$ cat config.mk
export PLATFORM = sky130hd
export DESIGN_NAME = serial_tx_arbiter
export DESIGN_NICKNAME = d
export VERILOG_FILES = /design/src/rtl/serial_pkg.sv /design/src/rtl/serial_tx_arbiter_rr_pick.sv /design/src/rtl/serial_tx_arbiter.sv
export SDC_FILE = /design/constraint.sdc
export NUM_CORES = 1
export LEC_CHECK = 0
export CAP_MARGIN = 20
export CORE_AREA = 4 4 49 94
export DETAILED_ROUTE_END_ITERATION = 8
export DIE_AREA = 0 0 53 98
export PLACE_DENSITY = 0.82
export SETUP_SLACK_MARGIN = 0.2
export SYNTH_ARGS = -nofsm -noshare
export SYNTH_HDL_FRONTEND = slang
export SYNTH_HIERARCHICAL = 1
export SYNTH_SLANG_ARGS = --single-unit
$ cat constraint.sdc
create_clock -name i_clk -period 3.89 [get_ports i_clk]
set_input_delay 0.5835 -clock i_clk [delete_from_list [all_inputs] [get_ports i_clk]]
set_output_delay 0.5835 -clock i_clk [all_outputs]
set_load 0.01 [all_outputs]
$ cat src/rtl/serial_pkg.sv
// rtl/serial_pkg.sv - shared state encoding and defaults for the serial controller
package serial_pkg;

   typedef enum logic [1:0] {
      ST_IDLE      = 2'd0,
      ST_ISSUE     = 2'd1,
      ST_WAIT_BUSY = 2'd2,
      ST_WAIT_DONE = 2'd3
   } arb_state_t;

   localparam int unsigned SERIAL_DATA_W     = 16;
   localparam int unsigned SERIAL_TX_TIMEOUT = 64;

   function automatic int unsigned idx_width(input int unsigned n);
      return (n > 1) ? $clog2(n) : 1;
   endfunction

endpackage

$ cat src/rtl/serial_tx_arbiter_rr_pick.sv
// rtl/serial_tx_arbiter_rr_pick.sv - combinational round-robin picker (rr_pick)
// Returns the first set request after i_ptr, wrapping; i_ptr itself is checked last.
module rr_pick
   import serial_pkg::*;
#(
   parameter int unsigned NUM_REQ = 4,
   parameter int unsigned IDX_W   = idx_width(NUM_REQ)
)(
   input  logic [NUM_REQ-1:0] i_req,
   input  logic [IDX_W-1:0]   i_ptr,
   output logic [IDX_W-1:0]   o_idx,
   output logic               o_found
);

   logic [IDX_W-1:0] w_cand;

   always_comb begin
      o_idx   = i_ptr;
      o_found = 1'b0;
      w_cand  = i_ptr;
      for (int k = 1; k <= int'(NUM_REQ); k++) begin
         w_cand = IDX_W'((int'(i_ptr) + k) % int'(NUM_REQ));
         if (!o_found && i_req[w_cand]) begin
            o_idx   = w_cand;
            o_found = 1'b1;
         end
      end
   end

endmodule

$ cat src/rtl/serial_tx_arbiter.sv
// rtl/serial_tx_arbiter.sv - round-robin sharing of one serial transmitter among NUM_REQ requesters
// Optional send-to-Busy timeout with sticky error: define SERIAL_TX_ARB_TIMEOUT_EN.
module serial_tx_arbiter
   import serial_pkg::*;
#(
   parameter  int unsigned NUM_REQ = 4,
   parameter  int unsigned DATA_W  = SERIAL_DATA_W,
   parameter  int unsigned TIMEOUT = SERIAL_TX_TIMEOUT,
   localparam int unsigned IDX_W   = idx_width(NUM_REQ)
)(
   input  logic                        i_clk,
   input  logic                        i_reset,
   input  logic [NUM_REQ-1:0]          i_req_valid,
   input  logic [NUM_REQ*DATA_W-1:0]   i_req_data,
   output logic [NUM_REQ-1:0]          o_req_ack,
   output logic [DATA_W-1:0]           o_tx_data,
   output logic                        o_tx_send,
   input  logic                        i_tx_busy,
   output logic [IDX_W-1:0]            o_grant_id,
   output logic                        o_idle,
   output logic                        o_tx_error
);

   if (NUM_REQ < 2 || NUM_REQ > 8 || TIMEOUT < 1) begin : g_bad_param
      $error("serial_tx_arbiter: parameter out of range");
   end

   localparam logic [IDX_W-1:0]   LAST_IDX = IDX_W'(NUM_REQ - 1);
   localparam logic [NUM_REQ-1:0] ONE_HOT0 = NUM_REQ'(1);

   arb_state_t           r_state;
   logic [NUM_REQ-1:0]   r_req_ack;
   logic [DATA_W-1:0]    r_tx_data;
   logic                 r_tx_send;
   logic [IDX_W-1:0]     r_grant_id;
   logic                 r_idle;
   logic [IDX_W-1:0]     w_win;
   logic                 w_found;

`ifdef SERIAL_TX_ARB_TIMEOUT_EN
   localparam int unsigned CNT_W = $clog2(TIMEOUT + 1);
   logic [CNT_W-1:0]     r_tmo_cnt;
   logic                 r_tx_error;
   logic                 w_tmo_hit;
   assign w_tmo_hit = (r_tmo_cnt == CNT_W'(TIMEOUT - 1));
`endif

   // The last grant doubles as the round-robin pointer.
   rr_pick #(
      .NUM_REQ (NUM_REQ),
      .IDX_W   (IDX_W)
   ) u_pick (
      .i_req   (i_req_valid),
      .i_ptr   (r_grant_id),
      .o_idx   (w_win),
      .o_found (w_found)
   );

   always_ff @(posedge i_clk) begin
      if (i_reset) begin
         r_state    <= ST_IDLE;
         r_req_ack  <= '0;
         r_tx_send  <= 1'b0;
         r_tx_data  <= '0;
         r_grant_id <= LAST_IDX;
         r_idle     <= 1'b1;
`ifdef SERIAL_TX_ARB_TIMEOUT_EN
         r_tmo_cnt  <= '0;
         r_tx_error <= 1'b0;
`endif
      end else begin
         r_req_ack <= '0;
         r_tx_send <= 1'b0;
         case (r_state)
            ST_IDLE: begin
               // A frame still shifting out (e.g. after reset) blocks the grant.
               if (!i_tx_busy && w_found) begin
                  r_tx_data  <= i_req_data[int'(w_win)*DATA_W +: DATA_W];
                  r_grant_id <= w_win;
                  r_req_ack  <= ONE_HOT0 << w_win;
                  r_tx_send  <= 1'b1;
                  r_idle     <= 1'b0;
                  r_state    <= ST_ISSUE;
               end
            end
            ST_ISSUE: begin
               r_state <= ST_WAIT_BUSY;
`ifdef SERIAL_TX_ARB_TIMEOUT_EN
               r_tmo_cnt <= '0;
`endif
            end
            ST_WAIT_BUSY: begin
               if (i_tx_busy) begin
                  r_state <= ST_WAIT_DONE;
               end
`ifdef SERIAL_TX_ARB_TIMEOUT_EN
               else if (w_tmo_hit) begin
                  r_tx_error <= 1'b1;
                  r_idle     <= 1'b1;
                  r_state    <= ST_IDLE;
               end else begin
                  r_tmo_cnt <= r_tmo_cnt + 1'b1;
               end
`endif
            end
            ST_WAIT_DONE: begin
               if (!i_tx_busy) begin
                  r_idle  <= 1'b1;
                  r_state <= ST_IDLE;
               end
            end
            default: begin
               r_idle  <= 1'b1;
               r_state <= ST_IDLE;
            end
         endcase
      end
   end

   assign o_req_ack  = r_req_ack;
   assign o_tx_data  = r_tx_data;
   assign o_tx_send  = r_tx_send;
   assign o_grant_id = r_grant_id;
   assign o_idle     = r_idle;
`ifdef SERIAL_TX_ARB_TIMEOUT_EN
   assign o_tx_error = r_tx_error;
`else
   assign o_tx_error = 1'b0;
`endif

endmodule
==> After elaboration in Yosys (flattened, before gate mapping) <==
Index checks and enable logic that the tools add are counted.
{ "classes": {"n_lt_le_gt_ge": 4, "n_reduce_logical": 15, "addsub": 4, "eq_ne": 6, "shift": 2, "muxes": 24, "n_bitwise": 2} }
{ "ops": {"columns": ["op", "count"], "rows": [
  ["variable part select 64 x 7 -> 16 bit", 1],
  ["two-way mux 2 bit", 7],
  ["less-than comparator 2 x 3 -> 1 bit, second input constant", 4],
  ["two-way mux 1 bit", 11],
  ["binary-select mux 1 bit (select 2 bit)", 4],
  ["case mux 2 bit (4 select lines)", 1],
  ["inequality test 2 bit, second input constant", 3],
  ["AND reduction 3 bit", 2],
  ["adder 2 x 1 -> 2 bit, second input constant", 2],
  ["adder 2 bit, second input constant", 2],
  ["equality test 2 bit, second input constant", 2],
  ["logical AND 1 bit", 4],
  ["zero test 1 bit", 4],
  ["left shift 1 x 2 -> 4 bit, first input constant", 1],
  ["OR reduction 3 bit", 1],
  ["equality test 2 x 1 -> 1 bit, second input constant", 1],
  ["zero test 2 bit", 1],
  ["inverter 1 bit", 2],
  ["case mux 1 bit (2 select lines)", 1],
  ["AND reduction 2 bit", 1],
  ["nonzero test 2 bit", 1],
  ["OR reduction 2 bit", 1]
]} }
{ "totals": {"wordCells": 63, "register_bits": 26, "in_bits": 71} }

==> Depth between registers and ports, before layout <==
Gate-level depths: netlist (run 1).
{ "logic_depth": {"word_depth": 16, "mapped_depth": 9} }

==> By module <==
The synthesis (run 1) kept the hierarchy.
{ "by_module_without_submodules": {"columns": ["module", "n_inst", "seq_area_each_um2", "cells_per_inst", "area_per_inst_um2"], "rows": [
  ["serial_tx_arbiter", 1, 520.5, 98, 1342.5],
  ["rr_pick", 1, 0.0, 14, 82.6]
]} }

==> Worst setup path after synthesis (run 1) <==
No wires, ideal clock.
{ "synth_path": {"kind": "input to register", "start": "input port i_req_valid[3]", "end": "register r_tx_data[10] (netlist: o_tx_data[10])", "slack_ps": 1908, "required_time_ps": 3773, "path_stages": 7, "arrival_time_ps": 1865, "path_buffers": 2, "cell_sequence": "or4_1 > nand3b_4 > or2_1 > buf_6 > clkinv_8 > buf_8 > a22o_1"} }
{ "synth_via": {"elab_chain_cells": 14, "elab_cells_between_ends": 25, "cone_classes": "shift: 1; mux: 16; reduce/logical: 8"} }
{ "synth_rtl": {"columns": ["item", "line", "source"], "rows": [
  ["from (decl)", "serial_tx_arbiter.sv:13", "input logic [NUM_REQ-1:0] i_req_valid,"],
  ["branches (longest 14 deep; another with binary-select mux 1 bit (select 2 bit))", null, null],
  ["to (signal assigned)", "serial_tx_arbiter.sv:78", "r_tx_data <= i_req_data[int'(w_win)*DATA_W +: DATA_W];"],
  ["to (decl)", "serial_tx_arbiter.sv:33", "logic [DATA_W-1:0] r_tx_data;"]
]} }
Several ways; the timed one is not identified. The select of a mux whose other input is x is not followed.
A chain may end at the register's enable or synchronous reset.

==> Worst setup path in the final report (run 1) <==
{ "layout_path": {"start": "input port i_req_valid[3]", "end": "register r_tx_data[15] (netlist: o_tx_data[15])"} }
{ "layout_via": {"elab_cells_between_ends": 25, "cone_classes": "shift: 1; mux: 16; reduce/logical: 8"} }
{ "layout_rtl": {"columns": ["item", "line", "source"], "rows": [
  ["binary-select mux 1 bit (select 2 bit)", "serial_tx_arbiter_rr_pick.sv:23", "if (!o_found && i_req[w_cand]) begin"],
  ["two-way mux 1 bit (implied by the code)", "serial_tx_arbiter_rr_pick.sv:23", null],
  ["two-way mux 1 bit", "serial_tx_arbiter_rr_pick.sv:23", null],
  ["zero test 1 bit", "serial_tx_arbiter_rr_pick.sv:23", null],
  ["logical AND 1 bit", "serial_tx_arbiter_rr_pick.sv:23", null],
  ["two-way mux 1 bit", "serial_tx_arbiter_rr_pick.sv:23", null],
  ["zero test 1 bit", "serial_tx_arbiter_rr_pick.sv:23", null],
  ["logical AND 1 bit", "serial_tx_arbiter_rr_pick.sv:23", null],
  ["two-way mux 1 bit", "serial_tx_arbiter_rr_pick.sv:23", null],
  ["zero test 1 bit", "serial_tx_arbiter_rr_pick.sv:23", null],
  ["logical AND 1 bit", "serial_tx_arbiter_rr_pick.sv:23", null],
  ["two-way mux 2 bit (*)", "serial_tx_arbiter_rr_pick.sv:23", null],
  ["named net w_win[0]", "serial_tx_arbiter.sv:37", "logic [IDX_W-1:0] w_win;"],
  ["variable part select 64 x 7 -> 16 bit (*)", "serial_tx_arbiter.sv:78", null]
]} }
Mark *: on every way through the listed nets, which the timed path passes. The rest lies on a longest branch. The select of a mux whose other input is x is not followed.

==> impl_metrics.yaml, run 1 <==
cells_and_area:
  syn2layout_area_growth_pct: 70.4
  design_area_um2: 2430
  stdcell_count: 255
  nNetsFinal: 279
  antennaDiodeCount: 0
  drive_gt1_share_pct: 13.2
  fillCellCount: 351
run_status:
  status: "finished, final reports clean"
yosys:
  synth_area_per_cell_um2: 12.7
  synth_nets: 186
  netlist_area_um2: 1430
  synth_cell_type_count: 32
  synth_seq_cells: 26
  yosysWarnings: 6
  ys_async_sr_fraction_pct: 0
  ys.flop_type: "dfxtp_1"
  synth_seq_area_share_pct: 36.5
  syn_inst: 112
  synth-edff-count: 0
clock_tree:
  post-cts-setup-buffers: 0
  clock-root-buffer: "clkbuf_8"
  htreeDepth: 1
  clk_latency_ns: 0.27
  ctsResizeCount: 0
  cts_tree: "yes"
  cts.sinks: 26
  clockBufferDepth: 2
  path_clk_slew_ns: 0.09
  cts_buffers: 3
  hold_buffers: 0
place:
  dp_hpwl_um: 3510
  place_area_um2: 2370
  gp_congestion: 0.743
  dpl.cell_count: 251
  io_buffers: 94
worst_setup_path:
  path_max_fanout: 21
  worstPathArrival_ns: 2.59
  reg2reg_slack_ns: 1.83
  path_class: "in2reg"
  startpoint_type: "primary input"
  worstReg2RegStart: "o_grant_id[1]"
  reg2reg_to: "o_tx_data[15]"
  rr_worst_depth: 6
  cp-end-kind: "flip-flop"
  cp.required_ns: 4.06
grt:
  grt_pass1_vias: 1381
  grt_first_pass_wirelength_um: 6840
  grt_max_degree: 22
  grt_usage_pct: 17.3
  gr-total-overflow: 0
  antenna_found_initial: 0
die:
  chipWidth_um: 53
  std_cell_rows: 32
  io_pins: 96
  die_h_um: 98
  initial_core_util_pct: 36.7
  die-area_um2: 5190
  coreArea_um2: 3880
sta:
  period_minus_slack_ns: 2.42
  skew_ns: 0.000945
  fin_crit_sh_pct: 62.1
  finalSetupViolCount: 0
  setup_tns_ns: 0
  slew_viol_final: 0
  rsz0062_at_grt: "false"
  fmax_mhz: 414
  hold_ws_ns: 0.488
  hold_viol: 0
routing:
  drtIter0Drc: 4
  wirelength_um: 4270
  drt_first_pass_iters: 2
  vias: 1283
  viasPerCell: 5.03
  antenna_left: 0
  drc: 0
  wl_per_cell_um: 16.7
power:
  power_density_nw_per_um2: 487
  peakVddDrop_mv: 0.316
  p_total_mw: 1.18
  static-leakage-power_nw: 0.925
hold_path:
  holdPathEnd: "o_tx_data[4]"
  worstHoldPathCells: 1
  hp-start: "o_tx_data[4]"
  hold_path.class: "reg2reg"
job:
  maxCapViolations: 0
## power breakdown
group	internal, mW	total [mW]	switching (mW)
sequential	0.341	0.388	0.0472
combinational	0.369	0.618	0.250
clock	0.0905	0.176	0.0854
## flip-flops by register name (all words and copies together) (netlist names)
signal,count
o_grant_id,2
o_req_ack,4
o_tx_data,16
r_state,2
o_tx_send,1
o_idle,1
## synthesized netlist by cell type (all sizes together), types with 2 or more instances
| library cell | instances | area share (%) |
|---|---|---|
| nor2b | 2 | 0.88 |
| nor3 | 2 | 0.70 |
| buf | 9 | 5.8 |
| inv | 6 | 1.6 |
| nor2 | 3 | 0.97 |
| a22o | 16 | 9.8 |
| mux4 | 16 | 26 |
| a211oi | 2 | 1.1 |
| o22a | 2 | 1.2 |
| nor3b | 2 | 1.1 |
| ha | 3 | 2.6 |
| mux2i | 2 | 1.4 |
| a21oi | 5 | 1.8 |
| nand2b | 4 | 1.8 |
| dfxtp | 26 | 37 |
## worst max path at each step
stage / slack (ns) / from / cells after the start / endpoint
3_3_place_gp: 1.21 / i_req_valid[3] / 7 / o_tx_data[15]
4_1_cts: 1.46 / i_req_valid[3] / 7 / o_tx_data[15]
2_1_floorplan: 1.91 / i_req_valid[3] / 7 / o_tx_data[10]
3_5_place_dp: 1.17 / i_req_valid[3] / 7 / o_tx_data[15]
5_1_grt: 1.33 / i_req_valid[3] / 7 / o_tx_data[15]
6_report: 1.47 / i_req_valid[3] / 7 / o_tx_data[15]
## cell type report
class / count / area, um^2 / area share [%]
clock buffers: 4 / 55.1 / 2.27
multi-input cells: 70 / 787 / 32.4
repair buffers: 97 / 963 / 39.7
inverters: 7 / 38.8 / 1.60
flip-flops and latches: 26 / 520 / 21.4
well taps: 51 / 63.8 / 2.63
## cell families (layout without fill, tap and decap cells)
family / after synthesis / after routing / share of synthesized area (%)
simple gates: 19 / 19 / 9.13
compound gates: 29 / 29 / 16.0
flops: 26 / 26 / 36.5
fa+ha+maj: 3 / 3 / 2.63
other cells: 1 / 1 / 0.263
buf+inv: 16 / 108 / 8.52
mux: 18 / 18 / 27.0
## routing by layer
metal / vias up / share of wire [%] / GRT usage, %
li1: 617 / - / -
met1: 592 / 34 / 19.8
met2: 66 / 52 / 29.4
met3: 8 / 11 / 5.95
met4: 0 / 2.3 / 4.92
met5: - / 0 / 0
## critical path, stage by stage
cell	delay (ns)
clkdlybuf4s50_1	0.53
inv_1	0.05
o22ai_1	0.14
a221o_1	0.15
buf_4	0.32
mux4_1	0.60
a22o_1	0.19
## placed cells by master (no fill, tap or decap), drive strengths merged, types with 2 or more instances in the layout
cell type	count
nand2b	4
a22o	16
dfxtp	26
mux2i	2
nor2	3
clkbuf	4
a211oi	2
mux4	16
a21oi	5
buf	3
nor2b	2
ha	3
nor3b	2
inv	6
nor3	2
o22a	2
clkdlybuf4s50	94
## per-stage QoR
stage	utilization (%)	setup WS [ns]
6_report	62.5	1.47
5_1_grt	62.5	1.33
4_1_cts	62.5	1.46
3_5_place_dp	61.1	1.17
3_3_place_gp	61.1	1.21
2_1_floorplan	-	1.91
No activity file was read; power rests on OpenSTA's default activity.
==> run 2: changes to the inputs <==
- CORE_AREA: 4 4 49 94 -> 4 4 51 98
- DIE_AREA: 0 0 53 98 -> 0 0 55 102
- PLACE_DENSITY: 0.82 -> 0.76
- clock period: 3.89 -> 2.5 ns (I/O delays scaled with it)
==> impl_metrics.yaml, run 2 (same netlist as run 1, synthesis figures left out) <==
run_status:
  status: "finished, final reports clean"
place:
  gp_congestion: 0.724
  io_buffers: 94
  pre_cts_ws_ns: 0.101
  place_area_um2: 2430
  dp_hpwl_um: 3550
routing:
  wirelength_um: 4250
  drt_first_pass_iters: 3
  drtIter0Drc: 20
  drc: 0
  vias: 1299
  viasPerCell: 5.00
  antenna_left: 0
  wl_per_cell_um: 16.3
grt:
  gr-total-overflow: 0
  grt_max_degree: 22
  grt_first_pass_wirelength_um: 6220
  grt_usage_pct: 15.3
  antenna_found_initial: 0
  grt_pass1_vias: 1363
clock_tree:
  cts_buffers: 3
  ctsResizeCount: 0
  path_clk_slew_ns: 0.10
  clk_latency_ns: 0.27
  cts_tree: "yes"
  htreeDepth: 1
  post-cts-setup-buffers: 0
  clock-root-buffer: "clkbuf_8"
  cts.sinks: 26
  hold_buffers: 0
  clockBufferDepth: 2
sta:
  fin_ws_ns: 0.385
  hold_viol: 0
  skew_ns: 0.00404
  fin_crit_sh_pct: 84.6
  slew_viol_final: 0
  fmax_mhz: 473
  rsz0062_at_grt: "false"
  setup_tns_ns: 0
  finalSetupViolCount: 0
  period_minus_slack_ns: 2.12
cells_and_area:
  largest_reg_flops: 16
  final_cell_mix: "clkdlybuf4s50_1, dfxtp_1, a22o_1"
  fillCellCount: 376
  drive_gt1_share_pct: 14.1
  mostFrequentLayoutCell: "clkdlybuf4s50_1"
  design_area_um2: 2480
  antennaDiodeCount: 0
  postLayoutCoreUtil_pct: 57.8
  syn2layout_area_growth_pct: 74.4
  nNetsFinal: 281
  seq_area_um2: 520
  multi_input_area_um2: 787
worst_setup_path:
  cp-end-kind: "flip-flop"
  startpoint_type: "primary input"
  rr_worst_depth: 6
  cp.required_ns: 2.67
  worstPathArrival_ns: 2.28
  path_max_fanout: 13
  path_class: "in2reg"
die:
  coreArea_um2: 4300
  chipWidth_um: 55
  io_pins: 96
  initial_core_util_pct: 33.2
  die-area_um2: 5610
  die_h_um: 102
  std_cell_rows: 34
power:
  power_density_nw_per_um2: 767
  peakVddDrop_mv: 0.423
  p_total_mw: 1.91
  static-leakage-power_nw: 0.947
job:
  maxCapViolations: 0
hold_path:
  worstHoldPathCells: 1
  hold_path.class: "reg2reg"
-- run 2: cell types whose count changed in the layout (fill, tap and decap cells not counted) --
cell,change
buf_4,-1
buf_12,+3
-- run 2: path summary, 6_finish.rpt --
kind	endpoint	slack (ns)	from
worst max-delay path	o_tx_data[10]	0.38	i_req_valid[3]
worst min-delay path	o_tx_data[15]	0.49	o_tx_data[15]
worst max register to register	o_tx_data[10]	0.48	o_grant_id[1]
worst min register to register	o_tx_data[15]	0.49	o_tx_data[15]
-- run 2: power breakdown --
part | switching (mW) | leakage, nW | internal (mW) | total (mW)
combinational | 0.398 | 0.705 | 0.625 | 1.02
clock | 0.139 | 0.0288 | 0.141 | 0.280
sequential | 0.0729 | 0.213 | 0.530 | 0.603
-- run 2: metal layers --
layer	routed length (um)	vias up	GRT usage, %
met1	1330	612	13.6
met3	450	4	3.94
met5	0	-	0
met4	58	0	4.68
li1	-	623	-
met2	2410	60	30.6
-- run 2: layout make-up --
class	count	area share, %
Inverter	7	1.56
Tap cell	54	2.72
Multi-Input combinational cell	70	31.7
Timing Repair Buffer	99	40.9
Clock buffer	4	2.22
Sequential cell	26	20.9
-- run 2: worst max-delay path, cell delays in order --
cell	delay, ns
clkdlybuf4s50_1	0.53
inv_1	0.06
o22ai_1	0.16
a221o_1	0.28
buf_12	0.18
mux4_2	0.51
a22o_1	0.19
-- run 2: per-stage QoR --
step           hold WS, ns  cells
6_report             0.485    260
3_5_place_dp         0.463    256
4_1_cts              0.492    260
2_1_floorplan        0.448    112
3_3_place_gp         0.462    256
5_1_grt              0.499    260
==> run 3: changes to the inputs <==
- CORE_AREA: 4 4 51 98 -> 4 4 53 102
- DIE_AREA: 0 0 55 102 -> 0 0 57 106
- PLACE_DENSITY: 0.76 -> 0.74
- clock period: 2.5 -> 1.8 ns (I/O delays scaled with it)
==> impl_metrics.yaml, run 3 (same netlist as run 1, synthesis figures left out) <==
cells_and_area:
  mostFrequentLayoutCell: "clkdlybuf4s50_1"
  final_cell_mix: "clkdlybuf4s50_1, dfxtp_1, mux4_2, a22o_1, buf_4"
  seq_area_um2: 526
  syn2layout_area_growth_pct: 80.2
  multi_input_area_um2: 796
  antennaDiodeCount: 0
  postLayoutCoreUtil_pct: 55.3
  fillCellCount: 416
  drive_gt1_share_pct: 21.8
  nNetsFinal: 291
  largest_reg_flops: 16
sta:
  rsz0062_at_grt: "true"
  slew_viol_final: 0
  period_minus_slack_ns: 1.86
  fin_crit_sh_pct: 104
  skew_ns: 0.00275
  fmax_mhz: 536
  finalSetupViolCount: 16
  hold_viol: 0
  hold_ws_ns: 0.485
  fin_ws_ns: -0.0649
worst_setup_path:
  path_max_fanout: 8
  cp.required_ns: 1.96
  cp.buffers_inverters: 1
  path_class: "reg2reg"
  slowest_stage: "mux4_2"
  worstPathArrival_ns: 2.03
  critPathTopFamily: "multiplexers"
  startpoint_type: "flip-flop"
  cp_cell_sequence: "mux2i_1 -> nor2_1 -> a221o_1 -> buf_12 -> mux4_2 -> a22o_1"
  cp-end-kind: "flip-flop"
  cpPeakStageDelay_ns: 0.42
power:
  p_total_mw: 2.72
  peakVddDrop_mv: 0.618
  power_density_nw_per_um2: 1060
  static-leakage-power_nw: 1.00
routing:
  drtIter0Drc: 26
  wl_per_cell_um: 15.0
  drt_first_pass_iters: 4
  viasPerCell: 4.86
  wirelength_um: 4050
  antenna_left: 0
  drc: 0
  vias: 1318
grt:
  antenna_found_initial: 0
  gr-total-overflow: 0
  grt_usage_pct: 13.3
  grt_first_pass_wirelength_um: 6350
  grt_max_degree: 22
  grt_pass1_vias: 1419
clock_tree:
  hold_buffers: 0
  clock-root-buffer: "clkbuf_8"
  clockBufferDepth: 2
  cts_buffers: 3
  path_clk_slew_ns: 0.09
  clk_latency_ns: 0.26
  cts.sinks: 26
  cts_tree: "yes"
  htreeDepth: 1
hold_path:
  hold_path.class: "reg2reg"
die:
  initial_core_util_pct: 30.7
  io_pins: 96
  die_h_um: 106
  chipWidth_um: 57
  std_cell_rows: 35
  coreArea_um2: 4640
  die-area_um2: 6040
job:
  maxCapViolations: 0
place:
  gp_congestion: 0.744
  io_buffers: 94
  dp_hpwl_um: 3450
run_status:
  violations: "negative setup slack"
  status: "finished, violations left"
## run 3: changes by cell type in the layout (fill, tap and decap cells not counted), sizes merged
| cell | delta |
|---|---|
| clkbuf | +1 |
| buf | +10 |
| clkdlybuf4s15 | +1 |
| dlymetal6s2s | +1 |
| clkdlybuf4s50 | -5 |
| dlygate4sd2 | +2 |
## run 3: final timing paths
path                            cells after the start  slack [ns]             to          start
worst min register to register                      1        0.49  o_tx_data[13]  o_tx_data[13]
worst min-delay path                                1        0.49  o_tx_data[13]  o_tx_data[13]
worst max-delay path                                6       -0.06   o_tx_data[2]  o_grant_id[1]
worst max register to register                      6       -0.06   o_tx_data[2]  o_grant_id[1]
## run 3: area by class of cell
cell class	count	area share, %
well taps	55	2.68
flip-flops and latches	26	20.5
clock buffers	4	2.14
inverters	7	1.51
multi-input cells	70	31.0
repair buffers	109	42.2
## run 3: report_power, final
| part | internal [mW] | switching, mW | total [mW] | leakage (nW) |
|---|---|---|---|---|
| Combinational | 0.939 | 0.580 | 1.52 | 0.760 |
| Clock | 0.195 | 0.172 | 0.367 | 0.0288 |
| Sequential | 0.742 | 0.0914 | 0.833 | 0.213 |
| Total | 1.88 | 0.844 | 2.72 | 1.00 |
## run 3: timing repair
| action | CTS | global route |
|---|---|---|
| resized for setup | 9 | 8 |
| setup endpoints to repair | 26 | 25 |
| pin swaps | 1 | 4 |
| buffers inserted | 3 | 0 |
## run 3: routing by layer
metal  track usage [%]  up-vias  routed length, um
li1                  -      640                  -
met2              26.6       52               2380
met3              1.94        4                230
met5                 0        -                  0
met1              13.7      622               1390
met4              3.15        0                 43
## run 3: per-stage QoR
step | setup slack, ns | setup TNS [ns] | instances | cell area, um^2
floorplan | 0.0140 | 0 | 112 | 1430
global placement | -0.457 | -9.42 | 264 | 2470
detailed placement | -0.514 | -10.20 | 264 | 2470
CTS | -0.0776 | -0.826 | 271 | 2560
global route | -0.134 | -1.83 | 271 | 2570
finish | -0.0649 | -0.728 | 271 | 2570
